<file path="config.mk">
export PLATFORM = sky130hd
export DESIGN_NAME = pc_unit_flat
export DESIGN_NICKNAME = d
export VERILOG_FILES = /design/src/rtl/pc_if.sv /design/src/rtl/pc_unit.sv /design/src/flat_wrapper.sv
export SDC_FILE = /design/constraint.sdc
export NUM_CORES = 1
export LEC_CHECK = 0
export ABC_AREA = 1
export CAP_MARGIN = 20
export CORE_MARGIN = 5
export CORE_UTILIZATION = 49
export CTS_CLUSTER_DIAMETER = 60
export DETAILED_ROUTE_END_ITERATION = 12
export PLACE_DENSITY = 0.76
export SYNTH_ARGS = -nofsm -noshare
export SYNTH_HDL_FRONTEND = slang
export SYNTH_SLANG_ARGS = --single-unit
export TNS_END_PERCENT = 5
</file>
<file path="constraint.sdc">
create_clock -name clk -period 8.53 [get_ports clk]
set_input_delay 2.1325 -clock clk [delete_from_list [all_inputs] [get_ports clk]]
set_output_delay 2.1325 -clock clk [all_outputs]
set_load 0.01 [all_outputs]
</file>
<file path="src/rtl/pc_if.sv">
// Fetch-control bundle between the front-end sequencer (master) and the PC unit (slave).
interface pc_if #(
  parameter int WIDTH     = 32,
  parameter int RAS_DEPTH = 4
);
  localparam int CW = $clog2(RAS_DEPTH) + 1;

  logic             stall;
  logic             exc_valid;
  logic             redirect_valid;
  logic [WIDTH-1:0] redirect_target;
  logic             call_valid;
  logic [WIDTH-1:0] call_target;
  logic             ret_valid;
  logic [WIDTH-1:0] ret_target;
  logic [WIDTH-1:0] pc_now;
  logic [WIDTH-1:0] pc_plus;
  logic [CW-1:0]    ras_count;
  logic             misalign;
  logic             ras_overflow;
  logic             ras_underflow;

  modport master (
    output stall, exc_valid, redirect_valid, redirect_target,
           call_valid, call_target, ret_valid, ret_target,
    input  pc_now, pc_plus, ras_count, misalign, ras_overflow, ras_underflow
  );

  modport slave (
    input  stall, exc_valid, redirect_valid, redirect_target,
           call_valid, call_target, ret_valid, ret_target,
    output pc_now, pc_plus, ras_count, misalign, ras_overflow, ras_underflow
  );
endinterface

</file>
<file path="src/rtl/pc_unit.sv">
// Program counter with next-address select and a circular return-address stack.
// One-cycle latency from request to pc_now; stall holds PC and RAS, exception overrides stall.
module pc_unit #(
  parameter int               WIDTH      = 32,
  parameter int               STEP       = 4,
  parameter logic [WIDTH-1:0] RESET_VEC  = '0,
  parameter logic [WIDTH-1:0] EXC_VEC    = WIDTH'(32'h0000_0180),
  parameter int               ALIGN_BITS = 2,
  parameter int               RAS_DEPTH  = 4
) (
  input logic  clk,
  input logic  rst,
  pc_if.slave  bus
);
  localparam int PW = $clog2(RAS_DEPTH);
  localparam int CW = PW + 1;
  // Zero when ALIGN_BITS==0, which disables both clearing and the misalign flag.
  localparam logic [WIDTH-1:0] ALIGN_MASK = WIDTH'((64'd1 << ALIGN_BITS) - 64'd1);

  logic [WIDTH-1:0] pc_q;
  logic [WIDTH-1:0] pc_d;
  logic [WIDTH-1:0] pc_plus;
  logic [WIDTH-1:0] tgt;
  logic [WIDTH-1:0] ras_q [RAS_DEPTH];
  logic [PW-1:0]    ptr_q;
  logic [PW-1:0]    top_idx;
  logic [CW-1:0]    cnt_q;
  logic             take;
  logic             push;
  logic             pop;
  logic             full;
  logic             mis_d;
  logic             unf_d;
  logic             mis_q;
  logic             ovf_q;
  logic             unf_q;

  assign pc_plus = pc_q + WIDTH'(STEP);
  // ptr_q is the next free slot; the newest entry sits just below it.
  assign top_idx = ptr_q - PW'(1);
  assign full    = (cnt_q == CW'(RAS_DEPTH));

  always_comb begin
    pc_d  = pc_plus;
    tgt   = '0;
    take  = 1'b0;
    push  = 1'b0;
    pop   = 1'b0;
    unf_d = 1'b0;
    if (bus.exc_valid) begin
      pc_d = EXC_VEC;
    end else if (bus.stall) begin
      pc_d = pc_q;
    end else if (bus.redirect_valid) begin
      tgt  = bus.redirect_target;
      take = 1'b1;
    end else if (bus.call_valid) begin
      tgt  = bus.call_target;
      take = 1'b1;
      push = 1'b1;
    end else if (bus.ret_valid) begin
      take = 1'b1;
      if (cnt_q != '0) begin
        tgt = ras_q[top_idx];
        pop = 1'b1;
      end else begin
        tgt   = bus.ret_target;
        unf_d = 1'b1;
      end
    end
    if (take) begin
      pc_d = tgt & ~ALIGN_MASK;
    end
    mis_d = take & (|(tgt & ALIGN_MASK));
  end

  always_ff @(posedge clk) begin
    if (rst) begin
      pc_q  <= RESET_VEC;
      ptr_q <= '0;
      cnt_q <= '0;
      mis_q <= 1'b0;
      ovf_q <= 1'b0;
      unf_q <= 1'b0;
      for (int i = 0; i < RAS_DEPTH; i++) begin
        ras_q[i] <= '0;
      end
    end else begin
      pc_q  <= pc_d;
      mis_q <= mis_d;
      ovf_q <= push & full;
      unf_q <= unf_d;
      if (push) begin
        // When full, the slot at ptr_q holds the oldest entry and is overwritten.
        ras_q[ptr_q] <= pc_plus;
        ptr_q        <= ptr_q + PW'(1);
        if (!full) begin
          cnt_q <= cnt_q + CW'(1);
        end
      end else if (pop) begin
        ptr_q <= top_idx;
        cnt_q <= cnt_q - CW'(1);
      end
    end
  end

  assign bus.pc_now        = pc_q;
  assign bus.pc_plus       = pc_plus;
  assign bus.ras_count     = cnt_q;
  assign bus.misalign      = mis_q;
  assign bus.ras_overflow  = ovf_q;
  assign bus.ras_underflow = unf_q;
endmodule

</file>
<file path="src/flat_wrapper.sv">
// flat-port wrapper written by rule: the top's interface ports become plain ports
module pc_unit_flat 
#(
  parameter int               WIDTH      = 32,
  parameter int               STEP       = 4,
  parameter logic [WIDTH-1:0] RESET_VEC  = '0,
  parameter logic [WIDTH-1:0] EXC_VEC    = WIDTH'(32'h0000_0180),
  parameter int               ALIGN_BITS = 2,
  parameter int               RAS_DEPTH  = 4
)
  (clk, rst, bus_stall, bus_exc_valid, bus_redirect_valid, bus_redirect_target, bus_call_valid, bus_call_target, bus_ret_valid, bus_ret_target, bus_pc_now, bus_pc_plus, bus_ras_count, bus_misalign, bus_ras_overflow, bus_ras_underflow);
  pc_if #(.WIDTH(WIDTH), .RAS_DEPTH(RAS_DEPTH)) bus_i ();
  input logic clk;
  input logic rst;
  input wire logic [$bits(bus_i.stall)-1:0] bus_stall;
  input wire logic [$bits(bus_i.exc_valid)-1:0] bus_exc_valid;
  input wire logic [$bits(bus_i.redirect_valid)-1:0] bus_redirect_valid;
  input wire logic [$bits(bus_i.redirect_target)-1:0] bus_redirect_target;
  input wire logic [$bits(bus_i.call_valid)-1:0] bus_call_valid;
  input wire logic [$bits(bus_i.call_target)-1:0] bus_call_target;
  input wire logic [$bits(bus_i.ret_valid)-1:0] bus_ret_valid;
  input wire logic [$bits(bus_i.ret_target)-1:0] bus_ret_target;
  output wire logic [$bits(bus_i.pc_now)-1:0] bus_pc_now;
  output wire logic [$bits(bus_i.pc_plus)-1:0] bus_pc_plus;
  output wire logic [$bits(bus_i.ras_count)-1:0] bus_ras_count;
  output wire logic [$bits(bus_i.misalign)-1:0] bus_misalign;
  output wire logic [$bits(bus_i.ras_overflow)-1:0] bus_ras_overflow;
  output wire logic [$bits(bus_i.ras_underflow)-1:0] bus_ras_underflow;
  assign bus_i.stall = bus_stall;
  assign bus_i.exc_valid = bus_exc_valid;
  assign bus_i.redirect_valid = bus_redirect_valid;
  assign bus_i.redirect_target = bus_redirect_target;
  assign bus_i.call_valid = bus_call_valid;
  assign bus_i.call_target = bus_call_target;
  assign bus_i.ret_valid = bus_ret_valid;
  assign bus_i.ret_target = bus_ret_target;
  assign bus_pc_now = bus_i.pc_now;
  assign bus_pc_plus = bus_i.pc_plus;
  assign bus_ras_count = bus_i.ras_count;
  assign bus_misalign = bus_i.misalign;
  assign bus_ras_overflow = bus_i.ras_overflow;
  assign bus_ras_underflow = bus_i.ras_underflow;
  pc_unit #(.WIDTH(WIDTH), .STEP(STEP), .RESET_VEC(RESET_VEC), .EXC_VEC(EXC_VEC), .ALIGN_BITS(ALIGN_BITS), .RAS_DEPTH(RAS_DEPTH)) u_core (.clk(clk), .rst(rst), .bus(bus_i));
endmodule
</file>
==> reports/qor.yml <==
sta:
  hold_viol: 0
  slew_headroom_pct: 34.1
  post-route-min-period_ns: 5.67
  setup_viol: 0
  finalCritPeriodShare_pct: 66.5
  slew_violations: 0
  rsz0062_at_grt: "false"
  fin_skew_ns: 0.00563
  setup_tns_ns: 0
  worst_slew_pin_slew_ns: 0.987
  timing.fmax_mhz: 176
clock_network:
  cts_setup_buffers: 0
  h-tree-depth: 4
  postCtsResizedCells: 0
  hold_buffers: 0
  cts.sink_count: 158
  clockBufferDepth: 2
  path_clk_slew_ns: 0.06
  cts_tree: "built"
  cts_inserted_buffers: 17
  clockRootBuffer: "clkbuf_16"
  insertion_delay_ns: 0.43
setup_path:
  critPathSlowestCell: "inv_1"
  r2r_end: "u_core.ras_q[2][29]"
  crit_path_start_kind: "input pin"
  critPathArrivalTime_ns: 5.84
  critical_path_buf_inv_count: 5
  path_max_fanout: 34
  r2r_cells: 7
  path_cells: "clkdlybuf4s50_1 -> buf_4 -> nor2_4 -> nand2_2 -> nor2_2 -> inv_2 -> nor2_1 -> inv_1 -> nand2_1 -> buf_4"
  critPathMostFrequentCell: "buf_4"
  cp_slowest_stage_delay_ns: 0.73
  critPathKind: "input pin to flip-flop"
  end_kind: "flip-flop"
  r2r_slack_ns: 5.21
  cp.required_ns: 8.70
  r2r-start: "u_core.ptr_q[1]"
  crit_family: "buffers and inverters"
hold_path:
  worstHoldStart: "u_core.bus.ras_count[1]"
  worstHoldPathCells: 2
  worst_hold_path_type: "flip-flop to flip-flop"
  hold_end: "u_core.bus.ras_count[1]"
logic_synthesis:
  synth_edf_count: 120
  synthArstFlopShare_pct: 0
  yosys_most_used_dff: "edfxtp_1"
  synthDistinctLibCells: 37
  synth_cells: 1210
  synth.largest_area_cell: "edfxtp_1"
  ys_top_cells_by_area: "edfxtp_1 (40%), nand2_1 (13%), nor2_1 (9.8%)"
  syn_avg_cell_area_um2: 7.50
  yosys_register_bits: 158
  synth_top_area_share_pct: 39.7
  ys_seq_area_share_pct: 48.1
  syn-cell-area_mm2: 0.00907
  yosys_warnings: 0
pwr:
  powerDensity_mw_per_mm2: 170
  vdd_drop_max_v: 0.000145
  power_leakage_nw: 4.53
  power.total_mw: 1.94
global_route:
  grt_max_degree: 50
  grt-ovfl-total: 0
  grt_pass1_wl_mm: 45.5
  antenna_found_initial: 0
  grt_pass1_vias: 8345
  grt_usage_pct: 27.1
drt:
  antenna_left: 0
  drc_errors: 0
  via_per_inst: 5.53
  drt_iter0_markers: 945
  routed_wl_mm: 29.3
  wl_per_cell_um: 18.4
  drt_first_pass_iters: 6
  vias: 8792
die:
  die_h_um: 146
  fp-row-count: 49
  die-area_mm2: 0.0213
  num_io_pins: 173
  coreArea_mm2: 0.0181
  die-width_um: 146
  start_util_pct: 50.2
layout:
  drive_gt1_share_pct: 7.34
  utilization_pct: 63.0
  nFillCells: 1560
  final_common_cell: "nand2_1"
  regArea_mm2: 0.00436
  final_cell_mix: "nand2_1 (303), nor2_1 (236), clkdlybuf4s50_1 (168), edfxtp_1 (120), inv_1 (98)"
  area_delta_synth_final_pct: 25.7
  final_nets: 1456
  multi_input_area_mm2: 0.00398
  antenna_cells: 0
place:
  placement.io_buffers: 168
  gp_congestion: 0.921
  hpwl_mm: 20.8
flow_run:
  drv_cap: 0
status:
  status: "finished clean"
synthesized netlist by cell type (5+ instances only):
| master | n |
|---|---|
| buf_4 | 9 |
| o21ai_1 | 10 |
| a21oi_1 | 78 |
| clkbuf_1 | 28 |
| o21ai_0 | 80 |
| edfxtp_1 | 120 |
| nor2_1 | 236 |
| dfxtp_1 | 38 |
| nand2_1 | 303 |
| nor2_4 | 6 |
| nand2_2 | 8 |
| nand3b_1 | 5 |
| buf_2 | 23 |
| inv_1 | 98 |
| inv_2 | 12 |
| nor2_2 | 22 |
| nand3_1 | 95 |
worst max-delay path by stage:
stage / startpoint / to / slack [ns] / depth (start not counted)
2_1_floorplan: bus_redirect_valid / u_core.ras_q[3][10] / 3.38 / 4
3_3_place_gp: bus_redirect_valid / u_core.ras_q[2][24] / 2.60 / 10
3_5_place_dp: bus_redirect_valid / u_core.ras_q[2][21] / 2.42 / 10
4_1_cts: bus_redirect_valid / u_core.ras_q[2][29] / 2.87 / 10
5_1_grt: bus_redirect_valid / u_core.ras_q[2][29] / 2.68 / 10
6_report: bus_redirect_valid / u_core.ras_q[2][29] / 2.86 / 10
logic make-up (layout without fill, tap and decap cells):
group	Yosys count	count (layout)	share of synthesized area, %
AND/OR/NAND/NOR	690	690	32.6
adder cells (fa/ha/maj)	2	2	0.359
flip-flops	158	158	48.1
XOR/XNOR	8	8	0.772
buffers and inverters	175	324	8.21
other	1	4	0.0413
AO/OA/AOI/OAI	176	176	9.94
per-layer routing:
metal  GRT usage (%)  part of all wire, %  vias to the layer above
met5               0                    0                        -
met4            8.09                  2.1                        0
met3            7.10                   11                       49
met2            42.5                   47                      473
met1            37.3                   40                     4089
li1                -                    -                     4181
registers in the layout, summed over array words and instances, names as in the netlist:
name                      flops
u_core.bus.misalign           1
u_core.bus.pc_now            30
u_core.ras_q                120
u_core.ptr_q                  2
u_core.bus.ras_overflow       1
u_core.bus.ras_count          3
u_core.bus.ras_underflow      1
through the flow:
| stage | setup WS [ns] | hold slack, ns | instance area (µm²) | instances |
|---|---|---|---|---|
| 2_1_floorplan | 3.38 | 0.521 | 9080 | 1213 |
| 3_3_place_gp | 2.60 | 0.557 | 10800 | 1561 |
| 3_5_place_dp | 2.42 | 0.566 | 10800 | 1561 |
| 4_1_cts | 2.87 | 0.574 | 11400 | 1591 |
| 5_1_grt | 2.68 | 0.598 | 11400 | 1591 |
| 6_report | 2.86 | 0.568 | 11400 | 1591 |
worst register-to-register path, stage by stage (launching register included):
cell	delay, ns
dfxtp_1	0.31
inv_1	0.40
nor2_4	0.21
inv_1	0.17
nor2_1	0.06
inv_1	0.73
nand2_1	0.74
buf_4	0.43
power by group:
| group | leakage, nW | internal [mW] | switching, mW |
|---|---|---|---|
| registers | 1.56 | 0.857 | 0.0257 |
| logic | 2.69 | 0.126 | 0.179 |
| clock network | 0.278 | 0.452 | 0.296 |
layout make-up:
| class | instances | area share [%] |
|---|---|---|
| clock buffer | 20 | 3.83 |
| clock inverter | 10 | 1.08 |
| inverter | 111 | 3.68 |
| multi-input combinational | 880 | 34.9 |
| sequential | 158 | 38.3 |
| tap | 229 | 2.51 |
| timing repair buffer | 183 | 15.7 |
Note: power is estimated with default switching activity, not from simulation.
